### config.mk
export PLATFORM = sky130hd
export DESIGN_NAME = riscv_lsu
export DESIGN_NICKNAME = d
export VERILOG_FILES = /design/src/rtl/riscv_lsu.sv
export SDC_FILE = /design/constraint.sdc
export NUM_CORES = 1
export LEC_CHECK = 0
export ABC_AREA = 1
export BUFFER_PORTS_ARGS = -buffer_cell sky130_fd_sc_hd__buf_2
export CAP_MARGIN = 20
export CORE_ASPECT_RATIO = 1.25
export CORE_UTILIZATION = 40
export DETAILED_ROUTE_END_ITERATION = 10
export GPL_ROUTABILITY_DRIVEN = 0
export PLACE_DENSITY = 0.69
export SETUP_SLACK_MARGIN = 0.5
export SLEW_MARGIN = 5
export SYNTH_ARGS = -nofsm -noshare
export SYNTH_HDL_FRONTEND = slang
export SYNTH_SLANG_ARGS = --single-unit
### constraint.sdc
create_clock -name i_clk -period 3.4 [get_ports i_clk]
set_clock_uncertainty 0.15 [all_clocks]
set_input_delay 0.68 -clock i_clk [delete_from_list [all_inputs] [get_ports i_clk]]
set_output_delay 0.68 -clock i_clk [all_outputs]
set_load 0.005 [all_outputs]
### src/rtl/riscv_lsu.sv
// Load/store unit: formats stores, extends loads, drives a valid/grant data bus and stalls the core.
// Build option: define LSU_MISALIGN_TRAP_EN to trap misaligned accesses instead of aligning them down.
module riscv_lsu #(
  parameter int unsigned TIMEOUT_CYCLES = 255
) (
  input  logic        i_clk,
  input  logic        i_rst_n,
  input  logic        i_mem_read,
  input  logic        i_mem_write,
  input  logic [2:0]  i_funct3,
  input  logic [31:0] i_addr,
  input  logic [31:0] i_wdata,
  output logic        o_stall,
  output logic [31:0] o_rdata,
  output logic        o_rdata_valid,
  output logic        o_lsu_err,
  output logic        o_dmem_req,
  output logic        o_dmem_we,
  output logic [31:0] o_dmem_addr,
  output logic [31:0] o_dmem_wdata,
  output logic [3:0]  o_dmem_wstrb,
  input  logic        i_dmem_gnt,
  input  logic        i_dmem_rvalid,
  input  logic [31:0] i_dmem_rdata,
  output logic [1:0]  o_state
);

  localparam logic [1:0] S_IDLE = 2'd0;
  localparam logic [1:0] S_REQ  = 2'd1;
  localparam logic [1:0] S_WAIT = 2'd2;
  localparam logic [1:0] S_DONE = 2'd3;

  localparam bit          TO_EN   = (TIMEOUT_CYCLES != 0);
  localparam logic [31:0] TO_LAST = TIMEOUT_CYCLES - 1;

  logic [1:0]  r_state;
  logic [31:0] r_cnt;
  logic        r_is_read;
  logic [2:0]  r_funct3;
  logic [1:0]  r_addr_lo;
  logic [31:0] r_rdata;
  logic        r_rdata_valid;
  logic        r_lsu_err;
  logic        r_dmem_req;
  logic        r_dmem_we;
  logic [31:0] r_dmem_addr;
  logic [31:0] r_dmem_wdata;
  logic [3:0]  r_dmem_wstrb;

  logic        w_start;
  logic        w_illegal;
  logic        w_misalign;
  logic [1:0]  w_lo;
  logic [3:0]  w_strb;
  logic [31:0] w_wdata;
  logic [7:0]  w_byte;
  logic [15:0] w_half;
  logic [31:0] w_load;
  logic        w_timeout;

  assign w_start = i_mem_read | i_mem_write;

  // A read wins when both requests are raised, so legality follows the read table then.
  always_comb begin
    if (i_mem_read) w_illegal = (i_funct3[1:0] == 2'b11) || (i_funct3 == 3'b110);
    else            w_illegal = i_funct3[2] || (i_funct3[1:0] == 2'b11);
  end

`ifdef LSU_MISALIGN_TRAP_EN
  assign w_lo       = i_addr[1:0];
  assign w_misalign = ((i_funct3[1:0] == 2'b01) && i_addr[0]) ||
                      ((i_funct3[1:0] == 2'b10) && (i_addr[1:0] != 2'b00));
`else
  assign w_misalign = 1'b0;
  always_comb begin
    case (i_funct3[1:0])
      2'b01:   w_lo = {i_addr[1], 1'b0};
      2'b10:   w_lo = 2'b00;
      default: w_lo = i_addr[1:0];
    endcase
  end
`endif

  always_comb begin
    case (i_funct3[1:0])
      2'b00: begin
        w_strb  = 4'b0001 << w_lo;
        w_wdata = {4{i_wdata[7:0]}};
      end
      2'b01: begin
        w_strb  = 4'b0011 << {w_lo[1], 1'b0};
        w_wdata = {2{i_wdata[15:0]}};
      end
      default: begin
        w_strb  = 4'b1111;
        w_wdata = i_wdata;
      end
    endcase
  end

  always_comb begin
    case (r_addr_lo)
      2'd0:    w_byte = i_dmem_rdata[7:0];
      2'd1:    w_byte = i_dmem_rdata[15:8];
      2'd2:    w_byte = i_dmem_rdata[23:16];
      default: w_byte = i_dmem_rdata[31:24];
    endcase
    w_half = r_addr_lo[1] ? i_dmem_rdata[31:16] : i_dmem_rdata[15:0];
    case (r_funct3)
      3'b000:  w_load = {{24{w_byte[7]}}, w_byte};
      3'b001:  w_load = {{16{w_half[15]}}, w_half};
      3'b100:  w_load = {24'd0, w_byte};
      3'b101:  w_load = {16'd0, w_half};
      default: w_load = i_dmem_rdata;
    endcase
  end

  assign w_timeout = TO_EN && (r_cnt == TO_LAST);

  // Bus handshake: o_dmem_req and its address/data/strobes are held steady until a cycle
  // with i_dmem_gnt high; read data is taken on the first i_dmem_rvalid at or after that grant.
  always_ff @(posedge i_clk) begin
    if (!i_rst_n) begin
      r_state       <= S_IDLE;
      r_cnt         <= 32'd0;
      r_is_read     <= 1'b0;
      r_funct3      <= 3'd0;
      r_addr_lo     <= 2'd0;
      r_rdata       <= 32'd0;
      r_rdata_valid <= 1'b0;
      r_lsu_err     <= 1'b0;
      r_dmem_req    <= 1'b0;
      r_dmem_we     <= 1'b0;
      r_dmem_addr   <= 32'd0;
      r_dmem_wdata  <= 32'd0;
      r_dmem_wstrb  <= 4'd0;
    end else begin
      r_rdata_valid <= 1'b0;
      r_lsu_err     <= 1'b0;
      case (r_state)
        S_IDLE: begin
          if (w_start) begin
            r_is_read <= i_mem_read;
            r_funct3  <= i_funct3;
            r_addr_lo <= w_lo;
            if (w_illegal || w_misalign) begin
              r_lsu_err <= 1'b1;
              r_state   <= S_DONE;
            end else begin
              r_dmem_req   <= 1'b1;
              r_dmem_we    <= ~i_mem_read;
              r_dmem_addr  <= {i_addr[31:2], 2'b00};
              r_dmem_wdata <= w_wdata;
              r_dmem_wstrb <= i_mem_read ? 4'd0 : w_strb;
              r_cnt        <= 32'd0;
              r_state      <= S_REQ;
            end
          end
        end
        S_REQ: begin
          r_cnt <= r_cnt + 32'd1;
          if (i_dmem_gnt) begin
            r_dmem_req   <= 1'b0;
            r_dmem_wstrb <= 4'd0;
            if (!r_is_read) begin
              r_state <= S_DONE;
            end else if (i_dmem_rvalid) begin
              r_rdata       <= w_load;
              r_rdata_valid <= 1'b1;
              r_state       <= S_DONE;
            end else begin
              r_state <= S_WAIT;
            end
          end else if (w_timeout) begin
            r_dmem_req   <= 1'b0;
            r_dmem_wstrb <= 4'd0;
            r_lsu_err    <= 1'b1;
            r_rdata      <= 32'd0;
            r_state      <= S_DONE;
          end
        end
        S_WAIT: begin
          r_cnt <= r_cnt + 32'd1;
          if (i_dmem_rvalid) begin
            r_rdata       <= w_load;
            r_rdata_valid <= 1'b1;
            r_state       <= S_DONE;
          end else if (w_timeout) begin
            r_lsu_err <= 1'b1;
            r_rdata   <= 32'd0;
            r_state   <= S_DONE;
          end
        end
        S_DONE: r_state <= S_IDLE;
      endcase
    end
  end

  assign o_stall = i_rst_n & (((r_state == S_IDLE) & w_start) |
                              (r_state == S_REQ) | (r_state == S_WAIT));
  assign o_rdata       = r_rdata;
  assign o_rdata_valid = r_rdata_valid;
  assign o_lsu_err     = r_lsu_err;
  assign o_dmem_req    = r_dmem_req;
  assign o_dmem_we     = r_dmem_we;
  assign o_dmem_addr   = r_dmem_addr;
  assign o_dmem_wdata  = r_dmem_wdata;
  assign o_dmem_wstrb  = r_dmem_wstrb;
  assign o_state       = r_state;

endmodule

==> results of run 1 <==
-- worst max-delay path: cells and delay by family (launching register included) --
kind	cells	cell delay, ns
fa+ha+maj	1	0.25
buf+inv	4	0.51
compound gates	1	0.16
simple gates	1	0.17
flops	1	0.34
-- synthesized netlist by cell type (2+ instances only) --
cell / count / area share [%]
clkbuf_1: 25 / 1.3
a21oi_1: 138 / 9.8
xor2_1: 5 / 0.62
o21bai_1: 3 / 0.32
nor2_2: 5 / 0.45
a21boi_0: 5 / 0.53
nand3_1: 52 / 3.7
nor4_1: 2 / 0.18
ha_1: 10 / 1.8
o211ai_1: 6 / 0.64
o21ai_0: 57 / 4.1
o21ai_1: 3 / 0.21
o22ai_1: 3 / 0.27
a22oi_1: 2 / 0.21
buf_2: 17 / 1.2
nor2_1: 94 / 5.0
a31oi_1: 8 / 0.71
clkinv_1: 2 / 0.11
nand4_1: 14 / 1.2
nor3b_1: 2 / 0.21
buf_4: 3 / 0.32
inv_2: 4 / 0.21
inv_1: 78 / 4.2
buf_6: 3 / 0.48
nand2_1: 331 / 18
nor3_1: 13 / 0.93
or2_2: 6 / 0.53
buf_1: 4 / 0.21
dfxtp_1: 142 / 40
-- layer usage --
layer	part of all wire, %	GRT usage, %	vias up	routed length [um]
met5	0	0	-	0
met4	1.4	8.27	0	287
met3	5.5	4.96	20	1120
met2	47	37.3	222	9600
met1	46	28.5	3350	9310
li1	-	-	3785	-
-- registers in the layout (all words and copies together) (netlist names), 2 cells and up --
name,cells
o_dmem_addr,30
o_dmem_wstrb,4
r_addr_lo,2
r_funct3,3
o_dmem_wdata,32
o_state,2
r_cnt,32
o_rdata,32
-- stage by stage --
step                      instance area [um2]  setup WS [ns]  std cells  power, mW  util [%]
after global placement                   8200          0.766       1441       3.65      48.3
after global routing                     8750          0.555       1473       5.74      51.5
final                                    8750          0.716       1473       5.40      51.5
after CTS                                8750          0.635       1473       5.43      51.5
after detailed placement                 8200          0.715       1441       3.65      48.3
after floorplan                          7030           1.13       1053       3.13         -
-- final timing paths --
path,end,start,slack [ns],cells past startpoint
setup / recovery,o_stall,o_state[0],0.72,7
hold / removal,r_cnt[5],r_cnt[5],0.31,2
setup reg to reg,r_cnt[7],o_state[0],0.93,10
hold reg to reg,r_cnt[5],r_cnt[5],0.31,2
-- power groups by stage --
stage               combinational (mW)  sequential (mW)  clock (mW)
floorplan                         1.06             2.07           0
global placement                  1.57             2.07           0
detailed placement                1.58             2.07           0
CTS                               1.59             2.04        1.80
global route                      1.79             2.07        1.88
finish                            1.59             2.04        1.77
-- final cells by class --
| cell class | instances | area share (%) |
|---|---|---|
| clock buffers | 18 | 4.90 |
| clock inverters | 14 | 1.39 |
| inverters | 84 | 3.60 |
| multi-input cells | 775 | 41.4 |
| flip-flops and latches | 142 | 32.5 |
| well taps | 220 | 3.15 |
| repair buffers | 220 | 13.0 |
-- logic make-up after synthesis --
kind of cell             count (synthesis)  synth area share, %
adder cells (fa/ha/maj)                 10                 1.78
AO/OA/AOI/OAI                          230                 17.5
XOR/XNOR                                 5                0.623
other                                    1               0.0534
buffers and inverters                  136                 8.05
flip-flops                             142                 40.4
AND/OR/NAND/NOR                        528                 31.5
-- timing repair --
item,4_1_cts,5_1_grt
resized for setup,0,1
endpoints found under the setup margin,0,1
buffers inserted,0,0
==> results.cfg, run 1 <==
[synthesis]
synth_sequential_area_ratio_pct = 40.4
synth_edf_count = 0
ys.flop_type = dfxtp_1
ys_types = 44
synth.avg_cell_area_um2 = 6.68
syn_area_um2 = 7030
synthArstFlopShare_pct = 0
synth_cells = 1052
ys_warn_count = 0
ys_seq_elements = 142

[global_routing]
grt_start_max_net_pins = 84
grt_pass1_vias = 6740
grt_usage_pct = 22.5
antenna_found_initial = 0
grt_first_pass_wirelength_um = 32400
overflow = 0

[critical_path]
critPathCaptureType = primary output
cp-start-kind = register
cp_common_cell = inv_1
cp_max_fo = 10
path_cells = inv_1 -> ha_2 -> inv_2 -> nor2_8 -> inv_1 -> a21oi_1 -> buf_2
arrival_ns = 1.85
slowest_stage = dfxtp_1
worst_ep_required_time_ns = 2.57
slowest_delay_ns = 0.34
worstSetupPathType = register to primary output

[timing]
grt_setup_unrepaired = no
max_slew_margin_pct = 44.5
fin_crit_ns = 2.68
drv_slew = 0
timing_hold_violations_final = 0
finalSetupViolations = 0
hold_slack_ns = 0.309
fin_crit_sh_pct = 78.9
fmaxAchievable_ghz = 0.373
tightest_slew_ns = 0.824
totalNegativeSetupSlack_ns = 0

[clocking]
cts_buffers = 17
cts_max_level = 4
cts_sinks = 142
cts_hold_buf = 0
cts_buffer_depth = 2
tritoncts = done
clkTransAtPathRegs_ns = 0.06
clk_latency_ns = 0.42
ctsRootBufferMaster = clkbuf_16

[floorplan]
core_um2 = 17000
initial_core_util_pct = 41.4
die_width_um = 121
io_pins = 212
row_count = 53
die_height_um = 150
dieArea_um2 = 18100

[detailed_routing]
initialDrtViolationCount = 398
drc_errors = 0
postRouteAntennaNets = 0
vias = 7377
firstDrtPassIters = 5
via_per_inst = 5.01
wire_per_inst_um = 13.8
drt-total-wl_um = 20300

[cells_and_area]
n_antenna_cell = 0
fill_cells = 1758
seq_area_um2 = 2840
areaGrowthSynthToFinish_pct = 24.5
final_cell_mix = nand2_1, buf_2, dfxtp_1, a21oi_1, nor2_1
final_nets = 1355
multi_input_area_um2 = 3630
drive_gt1_share_pct = 22.1
final_common_cell = nand2_1

[place]
dpl.hpwl_um = 14900
port_buffers = 209

[outcome]
status = finished, final reports clean

[power_and_ir_drop]
p_per_area_nw_per_um2 = 617
power_frac_comb_pct = 29.5
p_int_mw = 3.44
irDropWorstVdd_uv = 300
switching_power_mw = 1.96
p_clk_share_pct = 32.7
switching_share_pct = 36.3
leakage_nw = 4.02
seqPwrFrac_pct = 37.8

[job]
maxCapViolCount = 0

[worst_hold_path]
hp-class = register to register
No activity file was read; power rests on OpenSTA's default activity.
==> run 2, diff against run 1 <==
--- a/config.mk
+++ b/config.mk
@@ -12,7 +12,7 @@
 export CORE_UTILIZATION = 40
 export DETAILED_ROUTE_END_ITERATION = 10
 export GPL_ROUTABILITY_DRIVEN = 0
-export PLACE_DENSITY = 0.69
+export PLACE_DENSITY = 0.71
 export SETUP_SLACK_MARGIN = 0.5
 export SLEW_MARGIN = 5
 export SYNTH_ARGS = -nofsm -noshare
==> constraint.sdc (replaced) <==
create_clock -name i_clk -period 2.2 [get_ports i_clk]
set_clock_uncertainty 0.15 [all_clocks]
set_input_delay 0.44 -clock i_clk [delete_from_list [all_inputs] [get_ports i_clk]]
set_output_delay 0.44 -clock i_clk [all_outputs]
set_load 0.005 [all_outputs]
==> run 2 against run 1 <==
Compared with the run above: design area up 9.6%; critical path type unchanged; sequential cell count unchanged; highest routed layer is now met5; clock power up 77%; wire length up 12%; die area unchanged; critical path depth down 2; cell count up 2.9%; utilization up 4.9 points; sequential share of layout area down 2.7 points; first-iteration DRC count up 25%.
==> results.cfg, run 2 (synthesis gave the netlist of run 1 again) <==
[floorplan]
row_count = 53
die_width_um = 121
io_pins = 212
dieArea_um2 = 18100
initial_core_util_pct = 41.4
core_um2 = 17000
die_height_um = 150

[timing]
totalNegativeSetupSlack_ns = 0
max_slew_margin_pct = 59.1
timing_hold_violations_final = 0
hold_slack_ns = 0.0990
fin_crit_ns = 2.08
fin_ws_ns = 0.122
fmaxAchievable_ghz = 0.481
finalSetupViolations = 0
fin_crit_sh_pct = 94.5
drv_slew = 0
grt_setup_unrepaired = yes
tightest_slew_ns = 0.598

[critical_path]
cp-start-kind = register
worst_ep_required_time_ns = 1.61
worstSetupPathType = register to primary output
arrival_ns = 1.49
critPathCaptureType = primary output
cp_max_fo = 4
ff2ff_setup_slack_ns = 0.19

[detailed_routing]
postRouteAntennaNets = 0
drt-total-wl_um = 22700
firstDrtPassIters = 7
via_per_inst = 5.13
wire_per_inst_um = 15.0
initialDrtViolationCount = 496
vias = 7768
drc_errors = 0

[clocking]
cts_buffers = 17
cts_sinks = 142
tritoncts = done
ctsRootBufferMaster = clkbuf_16
cts_max_level = 4
cts_buffer_depth = 2
clk_latency_ns = 0.42
clkTransAtPathRegs_ns = 0.07

[power_and_ir_drop]
p_per_area_nw_per_um2 = 1000
power_mw = 9.61
irDropWorstVdd_uv = 520
leakage_nw = 4.39

[worst_hold_path]
hp-class = primary input to register

[global_routing]
grt_pass1_vias = 7521
grt_start_max_net_pins = 36
overflow = 0
antenna_found_initial = 1
grt_usage_pct = 25.1
grt_first_pass_wirelength_um = 36100

[cells_and_area]
final_common_cell = nand2_1
fin_area_um2 = 9590
stdcell_count = 1515
fin_util_pct = 56.5
drive_gt1_share_pct = 27.8
final_cell_mix = nand2_1, buf_2, dfxtp_1, a21oi_1, nor2_1
areaGrowthSynthToFinish_pct = 36.4
final_nets = 1396

[place]
dpl.hpwl_um = 15500
dp_cells = 1453
placed_area_um2 = 8360
port_buffers = 209
pre_cts_ws_ns = 0.0514

[outcome]
status = finished, final reports clean

[job]
maxCapViolCount = 0
## run 2: timing repair
item | in CTS | in global routing
setup endpoints to repair | 137 | 137
gates resized for setup | 44 | 26
pin swaps | 8 | 8
hold buffers | 0 | 0
setup buffers | 18 | 4
gates cloned | 7 | 0
endpoints found under the hold margin | 0 | 0
## run 2: area by class of cell
| type | instances | area, um2 |
|---|---|---|
| diodes | 1 | 2.50 |
| clock buffers | 18 | 439 |
| clock inverters | 14 | 195 |
| fillers | 1687 | 7390 |
| inverters | 84 | 355 |
| multi-input cells | 776 | 3820 |
| flip-flops and latches | 142 | 2850 |
| well taps | 220 | 275 |
| repair buffers | 260 | 1650 |
## run 2: power by group
part | switching [mW] | internal [mW]
registers | 0.214 | 2.95
logic | 1.87 | 1.44
clock network | 1.27 | 1.87
total | 3.35 | 6.26
## run 2: path summary, 6_finish.rpt
kind,from,to,cells past startpoint
worst max-delay path,o_state[1],o_stall,5
worst max register to register,o_state[1],r_cnt[13],11
worst min-delay path,i_addr[28],o_dmem_addr[28],3
worst min register to register,o_rdata[31],o_rdata[31],2
## run 2: critical path, stage by stage, from the launching register on
cell	delay, ns
dfxtp_4	0.36
inv_4	0.07
ha_2	0.23
nor2_4	0.07
a21oi_4	0.17
buf_2	0.15
## run 2: per-layer routing
layer / part of all wire [%] / routed length [um] / global-route usage, % / vias up
li1: - / - / - / 3882
met1: 41 / 9380 / 30.2 / 3488
met2: 48 / 10900 / 42.0 / 341
met3: 7.7 / 1740 / 5.80 / 55
met4: 2.9 / 658 / 12.5 / 2
met5: 0.057 / 13 / 0 / -
==> run 3, diff against run 2 <==
--- a/config.mk
+++ b/config.mk
@@ -12,7 +12,7 @@
 export CORE_UTILIZATION = 40
 export DETAILED_ROUTE_END_ITERATION = 10
 export GPL_ROUTABILITY_DRIVEN = 0
-export PLACE_DENSITY = 0.71
+export PLACE_DENSITY = 0.79
 export SETUP_SLACK_MARGIN = 0.5
 export SLEW_MARGIN = 5
 export SYNTH_ARGS = -nofsm -noshare
==> run 3 against run 2 <==
Compared with the run above: total power increased by 15%; via count rose by 13%; clock power shrank 11%; combinational power increased by 50%; sequential power grew 3%; sequential share of layout area shrank 4.3 points.
==> results.cfg, run 3 (synthesis gave the netlist of run 1 again) <==
[job]
maxCapViolCount = 0

[detailed_routing]
initialDrtViolationCount = 806
via_per_inst = 5.60
postRouteAntennaNets = 0
vias = 8754
drc_errors = 0
firstDrtPassIters = 6
drt-total-wl_um = 28800
wire_per_inst_um = 18.4

[floorplan]
io_pins = 212
die_width_um = 121
dieArea_um2 = 18100
die_height_um = 150
row_count = 53
initial_core_util_pct = 41.4
core_um2 = 17000

[cells_and_area]
fin_util_pct = 66.1
areaGrowthSynthToFinish_pct = 59.7
final_nets = 1446
drive_gt1_share_pct = 41.6
n_antenna_cell = 0
stdcell_count = 1563
final_common_cell = nand2_1
final_cell_mix = nand2_1, buf_2, dfxtp_1, a21oi_1, nor2_1

[place]
dp_cells = 1456
dpl.hpwl_um = 15900
port_buffers = 209

[worst_hold_path]
whs_path_depth = 3
hp-class = primary input to register

[timing]
tightest_slew_ns = 0.641
finalSetupViolations = 0
max_slew_margin_pct = 56.1
fmaxAchievable_ghz = 0.471
drv_slew = 0
totalNegativeSetupSlack_ns = 0
grt_setup_unrepaired = yes
fin_crit_ns = 2.12
fin_crit_sh_pct = 96.6
timing_hold_violations_final = 0

[power_and_ir_drop]
irDropWorstVdd_uv = 599
p_clk_share_pct = 25.4
switching_share_pct = 37.2
p_int_mw = 6.92
power_frac_comb_pct = 45.0
seqPwrFrac_pct = 29.6
leakage_nw = 4.98
switching_power_mw = 4.09
p_per_area_nw_per_um2 = 981

[critical_path]
slowest_stage = dfxtp_1
worst_ep_required_time_ns = 2.34
slowest_delay_ns = 0.39
arrival_ns = 2.27
cp_max_fo = 8
worstSetupPathType = register to register
ff2ff_setup_slack_ns = 0.08
cp-start-kind = register
path_cells = inv_1 -> nand2_1 -> nor2_1 -> nand2_1 -> nor2_1 -> nand2_2 -> nand2_2 -> nand2_4 -> buf_12 -> buf_16 -> nand2_4 -> a21oi_2
reg2reg_depth = 12
critPathCaptureType = register

[global_routing]
grt_first_pass_wirelength_um = 39800
grt_usage_pct = 28.2
overflow = 0
grt_start_max_net_pins = 44
grt_pass1_vias = 8005
antenna_found_initial = 0

[clocking]
cts_buffer_depth = 2
cts_max_level = 4
ctsRootBufferMaster = clkbuf_16
clk_latency_ns = 0.43
clkTransAtPathRegs_ns = 0.07
cts_sinks = 142
cts_buffers = 17
tritoncts = done

[outcome]
status = finished, final reports clean
==> run 3: cell types whose count changed in the layout (fill, tap and decap cells not counted), moves of 8 or more <==
cell     delta
nor3_1      -8
a21oi_1    -48
buf_16     +15
a21oi_2    +47
nand2_2    +21
nand2_1    -63
nand2_4    +40
o21ai_0    -26
o21ai_2    +12
buf_12     +10
buf_6      +19
o21ai_1    +12
==> run 3: power groups by stage <==
stage | logic (mW) | clock network, mW | registers [mW]
after detailed placement | 2.65 | 0 | 3.21
after global routing | 5.24 | 2.92 | 3.29
final | 4.95 | 2.80 | 3.26
after CTS | 4.08 | 2.80 | 3.18
after floorplan | 1.69 | 0 | 3.21
after global placement | 2.60 | 0 | 3.20
==> run 3: worst max-delay path, delay by kind of cell, from the launching register on <==
kind,cells,cell delay [ns]
simple gates,8,0.93
compound gates,1,0.05
flops,1,0.39
buf+inv,3,0.45
==> run 3: metal layers <==
metal,up-vias,wire length [um],global-route usage (%)
met5,-,0,0
met4,0,1770,16.2
met3,161,2410,5.87
met2,592,14000,49.2
met1,4007,10500,31.8
li1,3994,-,-
==> run 3: what timing repair did <==
action	CTS	global route
gates resized for setup	174	188
hold endpoints to repair	0	0
hold buffers	0	0
endpoints found under the setup margin	135	136
setup buffers	34	21
gates cloned	20	1
pin swaps	35	36
==> run 3: per-stage QoR <==
stage | cell area (um2) | hold WS (ns) | total power [mW] | worst slack [ns]
after CTS | 10300 | 0.0945 | 10.1 | 0.0814
final | 11200 | 0.0934 | 11.0 | 0.0751
after floorplan | 7100 | 0.284 | 4.90 | 0.462
after global placement | 8390 | 0.295 | 5.80 | 0.0719
after detailed placement | 8390 | 0.300 | 5.85 | 0.0307
after global routing | 11200 | 0.0998 | 11.5 | 0.0214
==> run 3: final timing paths <==
check | from | endpoint
hold / removal | i_addr[6] | o_dmem_addr[6]
hold reg to reg | o_rdata[9] | o_rdata[9]
setup / recovery | r_cnt[9] | o_rdata[22]
setup reg to reg | r_cnt[9] | o_rdata[22]
==> run 3: area by class of cell <==
| cell class | count | area [um2] |
|---|---|---|
| fill | 1267 | 5760 |
| multi-input combinational | 776 | 4640 |
| sequential | 142 | 2860 |
| timing repair buffer | 309 | 2500 |
| clock buffer | 19 | 443 |
| inverter | 84 | 369 |
| tap | 220 | 275 |
| clock inverter | 12 | 115 |
| timing repair inverter | 1 | 16.3 |
